==> src/rtl/opb_register_bank_simulink2ppc_pkg.sv <==
// Shared constants for the OPB register bank: CTRL layout, slave FSM states, counter width.
package opb_regbank_pkg;

  localparam int unsigned CTRL_WORD      = 0;
  localparam int unsigned CTRL_MODE_BIT  = 31;
  localparam int unsigned CTRL_SNAP_BIT  = 30;
  localparam int unsigned CTRL_COUNT_POS = 0;
  localparam int unsigned COUNT_W        = 16;

  typedef enum logic {
    ST_IDLE = 1'b0,
    ST_ACK  = 1'b1
  } slave_state_e;

endpackage

==> src/rtl/opb_register_bank_simulink2ppc_if.sv <==
// OPB bus signals between the bus master (PowerPC side) and this slave; big-endian bit order.
interface opb_register_bank_simulink2ppc_if #(
  parameter int AWIDTH = 32,
  parameter int DWIDTH = 32
);

  logic [0:AWIDTH-1]   OPB_ABus;
  logic [0:DWIDTH/8-1] OPB_BE;
  logic [0:DWIDTH-1]   OPB_DBus;
  logic                OPB_RNW;
  logic                OPB_select;
  logic                OPB_seqAddr;
  logic [0:DWIDTH-1]   Sl_DBus;
  logic                Sl_xferAck;
  logic                Sl_errAck;
  logic                Sl_retry;
  logic                Sl_toutSup;

  modport master (
    output OPB_ABus, OPB_BE, OPB_DBus, OPB_RNW, OPB_select, OPB_seqAddr,
    input  Sl_DBus, Sl_xferAck, Sl_errAck, Sl_retry, Sl_toutSup
  );

  modport slave (
    input  OPB_ABus, OPB_BE, OPB_DBus, OPB_RNW, OPB_select, OPB_seqAddr,
    output Sl_DBus, Sl_xferAck, Sl_errAck, Sl_retry, Sl_toutSup
  );

endinterface

==> src/rtl/opb_register_bank_simulink2ppc_decode.sv <==
// OPB slave front end: window check, word index, IDLE/ACK handshake and gated read data.
module opb_slave_decode
  import opb_regbank_pkg::*;
#(
  parameter logic [31:0] C_BASEADDR   = 32'h0000_0000,
  parameter logic [31:0] C_HIGHADDR   = 32'h0000_00FF,
  parameter int          C_OPB_AWIDTH = 32,
  parameter int          C_OPB_DWIDTH = 32
) (
  input  logic                            clk,
  input  logic                            rst_n,
  opb_register_bank_simulink2ppc_if.slave bus,
  output logic [C_OPB_AWIDTH-3:0]         word_idx,
  input  logic [0:C_OPB_DWIDTH-1]         rd_data,
  output logic                            ctrl_wr,
  output logic                            ctrl_wr_mode,
  output logic                            ctrl_wr_snap
);

  localparam int BE_LAST = C_OPB_DWIDTH / 8 - 1;
  localparam logic [C_OPB_AWIDTH-1:0] BASE = C_BASEADDR[C_OPB_AWIDTH-1:0];
  localparam logic [C_OPB_AWIDTH-1:0] SPAN = C_HIGHADDR[C_OPB_AWIDTH-1:0] - BASE;
  localparam logic [C_OPB_AWIDTH-3:0] CTRL_IDX = CTRL_WORD[C_OPB_AWIDTH-3:0];

  logic [C_OPB_AWIDTH-1:0] addr;
  logic [C_OPB_AWIDTH:0]   diff;
  logic [C_OPB_AWIDTH-1:0] offset;
  logic                    hit;
  logic                    is_ctrl;

  slave_state_e            state_q, state_d;
  logic                    ack_q, ack_d;
  logic [0:C_OPB_DWIDTH-1] dbus_q, dbus_d;
  logic                    wr_pend_q, wr_pend_d;
  logic                    wr_mode_q, wr_mode_d;
  logic                    wr_snap_q, wr_snap_d;
  logic                    unused_bus;

  // The extra top bit of diff is the borrow: set when the address lies below the window.
  assign addr     = bus.OPB_ABus;
  assign diff     = {1'b0, addr} - {1'b0, BASE};
  assign offset   = diff[C_OPB_AWIDTH-1:0];
  assign hit      = bus.OPB_select && !diff[C_OPB_AWIDTH] && (offset <= SPAN);
  assign word_idx = offset[C_OPB_AWIDTH-1:2];
  assign is_ctrl  = (word_idx == CTRL_IDX);

  assign unused_bus = ^{bus.OPB_seqAddr, bus.OPB_DBus, bus.OPB_BE, offset[1:0]};

  // Next-state logic: one ack per hit, read data captured on the hit edge, CTRL write latched for the ACK edge.
  always_comb begin
    state_d   = state_q;
    ack_d     = 1'b0;
    dbus_d    = '0;
    wr_pend_d = wr_pend_q;
    wr_mode_d = wr_mode_q;
    wr_snap_d = wr_snap_q;
    case (state_q)
      ST_IDLE: begin
        if (hit) begin
          state_d   = ST_ACK;
          ack_d     = 1'b1;
          if (bus.OPB_RNW) begin
            dbus_d = rd_data;
          end
          wr_pend_d = !bus.OPB_RNW && is_ctrl && bus.OPB_BE[BE_LAST];
          wr_mode_d = bus.OPB_DBus[CTRL_MODE_BIT];
          wr_snap_d = bus.OPB_DBus[CTRL_SNAP_BIT];
        end
      end
      ST_ACK: begin
        state_d = ST_IDLE;
      end
      default: begin
        state_d = ST_IDLE;
      end
    endcase
  end

  // Slave FSM and its registered bus outputs; reset aborts any transfer in flight.
  always_ff @(posedge clk or negedge rst_n) begin
    if (!rst_n) begin
      state_q   <= ST_IDLE;
      ack_q     <= 1'b0;
      dbus_q    <= '0;
      wr_pend_q <= 1'b0;
      wr_mode_q <= 1'b0;
      wr_snap_q <= 1'b0;
    end else begin
      state_q   <= state_d;
      ack_q     <= ack_d;
      dbus_q    <= dbus_d;
      wr_pend_q <= wr_pend_d;
      wr_mode_q <= wr_mode_d;
      wr_snap_q <= wr_snap_d;
    end
  end

  assign ctrl_wr        = (state_q == ST_ACK) && wr_pend_q;
  assign ctrl_wr_mode   = wr_mode_q;
  assign ctrl_wr_snap   = wr_snap_q;

  assign bus.Sl_xferAck = ack_q;
  assign bus.Sl_DBus    = dbus_q;
  assign bus.Sl_errAck  = 1'b0;
  assign bus.Sl_retry   = 1'b0;
  assign bus.Sl_toutSup = 1'b0;

endmodule

==> src/rtl/opb_register_bank_simulink2ppc.sv <==
// Read-only user channel bank with coherent snapshot capture and a CTRL/status register.
module opb_register_bank_simulink2ppc
  import opb_regbank_pkg::*;
#(
  parameter logic [31:0] C_BASEADDR        = 32'h0000_0000,
  parameter logic [31:0] C_HIGHADDR        = 32'h0000_00FF,
  parameter int          C_OPB_AWIDTH      = 32,
  parameter int          C_OPB_DWIDTH      = 32,
  parameter int          C_NUM_CH          = 4,
  parameter int          C_DWIDTH          = 32,
  parameter int          C_SNAP_RESET_MODE = 1
) (
  input  logic                            OPB_Clk,
  input  logic                            OPB_Rst_n,
  opb_register_bank_simulink2ppc_if.slave bus,
  input  logic [C_NUM_CH*C_DWIDTH-1:0]    user_data_in,
  input  logic                            user_snap,
  output logic                            snap_done
);

  localparam int IW = C_OPB_AWIDTH - 2;
  localparam int UW = C_NUM_CH * C_DWIDTH;
  localparam logic [IW-1:0] CTRL_IDX = CTRL_WORD[IW-1:0];

  logic [IW-1:0]           word_idx;
  logic [0:C_OPB_DWIDTH-1] rd_data;
  logic                    ctrl_wr;
  logic                    ctrl_wr_mode;
  logic                    ctrl_wr_snap;
  logic                    capture;
  logic [C_DWIDTH-1:0]     chan_sel;

  logic [UW-1:0]           snap_q, snap_d;
  logic [UW-1:0]           live_q, live_d;
  logic [COUNT_W-1:0]      count_q, count_d;
  logic                    mode_q, mode_d;
  logic                    snap_done_q, snap_done_d;

  opb_slave_decode #(
    .C_BASEADDR   (C_BASEADDR),
    .C_HIGHADDR   (C_HIGHADDR),
    .C_OPB_AWIDTH (C_OPB_AWIDTH),
    .C_OPB_DWIDTH (C_OPB_DWIDTH)
  ) u_decode (
    .clk          (OPB_Clk),
    .rst_n        (OPB_Rst_n),
    .bus          (bus),
    .word_idx     (word_idx),
    .rd_data      (rd_data),
    .ctrl_wr      (ctrl_wr),
    .ctrl_wr_mode (ctrl_wr_mode),
    .ctrl_wr_snap (ctrl_wr_snap)
  );

  // A fabric strobe and a software request in the same cycle merge into a single capture.
  always_comb begin
    capture     = user_snap || (ctrl_wr && ctrl_wr_snap);
    mode_d      = ctrl_wr ? ctrl_wr_mode : mode_q;
    snap_d      = capture ? user_data_in : snap_q;
    count_d     = capture ? count_q + COUNT_W'(1) : count_q;
    snap_done_d = capture;
    live_d      = user_data_in;
  end

  // Snapshot bank, live pipeline register, capture counter and mode bit.
  always_ff @(posedge OPB_Clk or negedge OPB_Rst_n) begin
    if (!OPB_Rst_n) begin
      snap_q      <= '0;
      live_q      <= '0;
      count_q     <= '0;
      mode_q      <= (C_SNAP_RESET_MODE != 0);
      snap_done_q <= 1'b0;
    end else begin
      snap_q      <= snap_d;
      live_q      <= live_d;
      count_q     <= count_d;
      mode_q      <= mode_d;
      snap_done_q <= snap_done_d;
    end
  end

  // Read mux: CTRL, one channel (snapshot or live by mode), or zero for unused words.
  always_comb begin
    rd_data  = '0;
    chan_sel = '0;
    if (word_idx == CTRL_IDX) begin
      rd_data[CTRL_MODE_BIT]            = mode_q;
      rd_data[CTRL_COUNT_POS +: COUNT_W] = count_q;
    end else begin
      for (int i = 0; i < C_NUM_CH; i++) begin
        if (word_idx == IW'(i + 1)) begin
          chan_sel = mode_q ? snap_q[i*C_DWIDTH +: C_DWIDTH] : live_q[i*C_DWIDTH +: C_DWIDTH];
        end
      end
      rd_data[C_OPB_DWIDTH-C_DWIDTH +: C_DWIDTH] = chan_sel;
    end
  end

  assign snap_done = snap_done_q;

endmodule

==> src/flat_wrapper.sv <==
// flat-port wrapper written by rule: the top's interface ports become plain ports
module opb_register_bank_simulink2ppc_flat import opb_regbank_pkg::*;
#(
  parameter logic [31:0] C_BASEADDR        = 32'h0000_0000,
  parameter logic [31:0] C_HIGHADDR        = 32'h0000_00FF,
  parameter int          C_OPB_AWIDTH      = 32,
  parameter int          C_OPB_DWIDTH      = 32,
  parameter int          C_NUM_CH          = 4,
  parameter int          C_DWIDTH          = 32,
  parameter int          C_SNAP_RESET_MODE = 1
)
  (OPB_Clk, OPB_Rst_n, user_data_in, user_snap, snap_done, bus_OPB_ABus, bus_OPB_BE, bus_OPB_DBus, bus_OPB_RNW, bus_OPB_select, bus_OPB_seqAddr, bus_Sl_DBus, bus_Sl_xferAck, bus_Sl_errAck, bus_Sl_retry, bus_Sl_toutSup);
  opb_register_bank_simulink2ppc_if bus_i ();
  input  logic OPB_Clk;
  input  logic OPB_Rst_n;
  input  logic [C_NUM_CH*C_DWIDTH-1:0] user_data_in;
  input  logic user_snap;
  output logic snap_done;
  input wire logic [$bits(bus_i.OPB_ABus)-1:0] bus_OPB_ABus;
  input wire logic [$bits(bus_i.OPB_BE)-1:0] bus_OPB_BE;
  input wire logic [$bits(bus_i.OPB_DBus)-1:0] bus_OPB_DBus;
  input wire logic [$bits(bus_i.OPB_RNW)-1:0] bus_OPB_RNW;
  input wire logic [$bits(bus_i.OPB_select)-1:0] bus_OPB_select;
  input wire logic [$bits(bus_i.OPB_seqAddr)-1:0] bus_OPB_seqAddr;
  output wire logic [$bits(bus_i.Sl_DBus)-1:0] bus_Sl_DBus;
  output wire logic [$bits(bus_i.Sl_xferAck)-1:0] bus_Sl_xferAck;
  output wire logic [$bits(bus_i.Sl_errAck)-1:0] bus_Sl_errAck;
  output wire logic [$bits(bus_i.Sl_retry)-1:0] bus_Sl_retry;
  output wire logic [$bits(bus_i.Sl_toutSup)-1:0] bus_Sl_toutSup;
  assign bus_i.OPB_ABus = bus_OPB_ABus;
  assign bus_i.OPB_BE = bus_OPB_BE;
  assign bus_i.OPB_DBus = bus_OPB_DBus;
  assign bus_i.OPB_RNW = bus_OPB_RNW;
  assign bus_i.OPB_select = bus_OPB_select;
  assign bus_i.OPB_seqAddr = bus_OPB_seqAddr;
  assign bus_Sl_DBus = bus_i.Sl_DBus;
  assign bus_Sl_xferAck = bus_i.Sl_xferAck;
  assign bus_Sl_errAck = bus_i.Sl_errAck;
  assign bus_Sl_retry = bus_i.Sl_retry;
  assign bus_Sl_toutSup = bus_i.Sl_toutSup;
  opb_register_bank_simulink2ppc #(.C_BASEADDR(C_BASEADDR), .C_HIGHADDR(C_HIGHADDR), .C_OPB_AWIDTH(C_OPB_AWIDTH), .C_OPB_DWIDTH(C_OPB_DWIDTH), .C_NUM_CH(C_NUM_CH), .C_DWIDTH(C_DWIDTH), .C_SNAP_RESET_MODE(C_SNAP_RESET_MODE)) u_core (.OPB_Clk(OPB_Clk), .OPB_Rst_n(OPB_Rst_n), .bus(bus_i), .user_data_in(user_data_in), .user_snap(user_snap), .snap_done(snap_done));
endmodule
==> config.mk <==
export PLATFORM = sky130hd
export DESIGN_NAME = opb_register_bank_simulink2ppc_flat
export DESIGN_NICKNAME = d
export VERILOG_FILES = /design/src/rtl/opb_register_bank_simulink2ppc_pkg.sv /design/src/rtl/opb_register_bank_simulink2ppc_if.sv /design/src/rtl/opb_register_bank_simulink2ppc_decode.sv /design/src/rtl/opb_register_bank_simulink2ppc.sv /design/src/flat_wrapper.sv
export SDC_FILE = /design/constraint.sdc
export NUM_CORES = 1
export LEC_CHECK = 0
export BUFFER_PORTS_ARGS = -buffer_cell sky130_fd_sc_hd__buf_2
export CORE_ASPECT_RATIO = 2
export CORE_MARGIN = 2
export CORE_UTILIZATION = 55
export CTS_CLUSTER_DIAMETER = 100
export CTS_CLUSTER_SIZE = 24
export DETAILED_ROUTE_END_ITERATION = 12
export PLACE_DENSITY = 0.8
export SYNTH_ARGS = -nofsm -noshare
export SYNTH_HDL_FRONTEND = slang
export SYNTH_SLANG_ARGS = --single-unit
export TNS_END_PERCENT = 1
==> constraint.sdc <==
create_clock -name OPB_Clk -period 2.8 [get_ports OPB_Clk]
set_input_delay 0.28 -clock OPB_Clk [delete_from_list [all_inputs] [get_ports OPB_Clk]]
set_output_delay 0.28 -clock OPB_Clk [all_outputs]
set_load 0.02 [all_outputs]
==> impl_metrics.tcl <==
set metrics [dict create \
    critPathKind "flop to flop" \
    place.gp.congestion 0.827 \
    finClkSkew_ps 11.4 \
    synth_ff_type "dfrtp_1" \
    worstSetupEndpointType "flop" \
    clk_latency_ps 490 \
    drtIter0Drc 491 \
    synth_xor_area_share_pct 1.07 \
    hold_path_depth 2 \
    via_per_inst 5.51 \
    htreeDepth 1 \
    cts_hold_buffers 130 \
    drt_first_pass_iters 5 \
    dr_wl_met3_mm 1.09 \
    outcome "finished clean" \
    wl_met2_mm 18.1 \
    ir_drop_uv 568 \
    tightest_slew_ps 953 \
    synth-async-reset-ratio_pct 100 \
    mostFrequentLayoutCells "nand2_1, dfrtp_1, buf_2" \
    die_area_um2 23500 \
    start_kind "flop" \
    synthAdderAreaFrac_pct 0.102 \
    yosysSeqAreaShare_pct 63.4 \
    totalPowerFinal_w 0.00832 \
    io_buffers 199 \
    drc 0 \
    grt-ovfl-total 0 \
    synthToLayoutAreaGrowth_pct 25.6 \
    synth_compound_area_share_pct 5.65 \
    drv_cap 0 \
    initial_utilization_pct 55.7 \
    finalWorstPathRequiredPeriod_ps 2370 \
    leakagePower_nw 7.37 \
    numCtsBuffers 16 \
    routed_wl_mm 32.5 \
    dp_hpwl_mm 21.2 \
    finalSetupTns_ps 0 \
    cts_tree "done" \
    required_ps 3200 \
    setup_viol 0 \
    fin_crit_sh_pct 84.6 \
    cts.clk_slew.worst_paths_ps 100 \
    route.vias.total 9105 \
    grt_max_degree 131 \
    hold_viol_final 0 \
    ys_seq_elements 310 \
    grtUsageTotal_pct 28.6 \
    core_um2 22000 \
    power_density_nw_per_um2 541 \
    io_pins 239 \
    netlist-cell-type-count 42 \
    rows 77 \
    crit_fanout 30 \
    dieHeight_um 215 \
    syn_area_um2 12200 \
    cts_setup_buffers 0 \
    avgSynthCellArea_um2 11.5 \
    max_freq_ghz 0.422 \
    grt_antenna_before_repair 3 \
    met1_length_mm 11.3 \
    top_layer_used "met4" \
    crit_arrival_ps 2770 \
    cts_sinks 310 \
    synth_mux_area_share_pct 11.2 \
    maxSlewViolCount 0 \
    yosys_warnings 0 \
    fp.dieW_um 110 \
    max_slew_margin_pct 36.4 \
    hp-class "primary input to flop" \
    final_common_cell "nand2_1" \
    nNetsFinal 1576 \
    rsz0062_at_grt "false" \
    synth_top_family_by_area "simple AND/OR/NAND/NOR gates" \
    clock_path_buffers 3 \
    cts_repair_resize_count 0 \
    grt_pass1_vias 9645 \
    synth_edf_count 0 \
    synthCells 1062 \
    grt_pass1_wl_mm 50.9 \
    reg2regPathDepth 5 \
    synth-simple-area-share_pct 16.3 \
    ant_nets 0 \
    wl_per_cell_um 19.7 \
    drive_above_1_share_pct 23.7 \
    ctsRootBufferMaster "clkbuf_16" \
]
[layout make-up]
| cell class | instances | area, um2 |
|---|---|---|
| flip-flops and latches | 310 | 7760 |
| fillers | 1576 | 6590 |
| multi-input cells | 688 | 4250 |
| repair buffers | 353 | 2550 |
| clock buffers | 19 | 443 |
| well taps | 276 | 345 |
| inverters | 4 | 17.5 |
| diodes | 3 | 7.51 |
[synthesized netlist by cell type, types with 4 or more instances]
master	number	area [um2]
a2111oi_2	5	75.1
a211oi_1	30	225
a21o_1	17	128
a22oi_1	25	188
and4_1	4	35.0
buf_1	7	26.3
buf_2	10	50.1
clkbuf_1	42	158
dfrtp_1	309	7730
mux2_2	37	417
mux2i_1	24	240
mux4_2	32	721
nand2_1	408	1530
nand3_1	6	30.0
nand4_1	12	75.1
nor2_1	25	93.8
nor2b_1	8	50.1
nor3_1	4	20.0
nor4_1	4	25.0
o21ai_0	7	35.0
xnor2_1	8	70.1
xor2_1	7	61.3
[worst max-delay path: stages, from the launching register on]
cell      delay [ps]
dfstp_4          780
buf_4            370
buf_4            470
mux2i_1          180
a21o_1           220
a211oi_1         240
[state kept, by name, indices dropped and copies added, names as in the netlist]
name	cells
u_core.mode_q	1
u_core.u_decode.bus.Sl_DBus	32
u_core.snap_done	1
u_core.u_decode.ctrl_wr_snap	1
u_core.u_decode.bus.Sl_xferAck	1
u_core.u_decode.wr_pend_q	1
u_core.u_decode.ctrl_wr_mode	1
u_core.count_q	16
u_core.snap_q	128
u_core.live_q	128
[kinds of logic (layout without fill, tap and decap cells)]
| family | after synthesis | count (layout) |
|---|---|---|
| xor+xnor | 15 | 15 |
| mux | 93 | 93 |
| compound gates | 89 | 89 |
| buf+inv | 66 | 376 |
| fa+ha+maj | 1 | 1 |
| simple gates | 487 | 487 |
| other cells | 1 | 6 |
| flops | 310 | 310 |
[report_power, final]
group	total [W]	internal, W	switching [W]	leakage, nW
clock network	0.00248	0.00112	0.00135	0.218
logic	0.000884	0.000416	0.000468	3.37
registers	0.00496	0.00477	0.000185	3.78
[stage by stage]
stage	hold slack (ps)	utilization, %	area (um2)	worst slack, ps	std cells
2_1_floorplan	-15.6	-	12300	661	1064
3_3_place_gp	368	62.0	13600	463	1501
3_5_place_dp	391	62.0	13600	431	1501
4_1_cts	13.0	70.0	15400	406	1650
5_1_grt	19.2	70.0	15400	281	1653
6_report	29.2	70.0	15400	432	1653
[layer usage]
layer  up-vias  track usage (%)
li1       4164                -
met1      4562             32.3
met2       291             52.3
met3        88             2.46
met4         0             14.2
met5         -                0
[worst paths after layout]
path / start / end / slack, ps
min in group asynchronous: OPB_Rst_n / u_core.live_q[99] / 400
hold / removal: bus_OPB_DBus[0] / u_core.u_decode.ctrl_wr_mode / 30
hold reg to reg: u_core.snap_q[55] / u_core.snap_q[55] / 470
max in group asynchronous: OPB_Rst_n / u_core.mode_q / 1530
setup reg to reg: u_core.mode_q / u_core.u_decode.bus.Sl_DBus[0] / 430
setup / recovery: u_core.mode_q / u_core.u_decode.bus.Sl_DBus[0] / 430
Power figures use the tool's default switching activity.
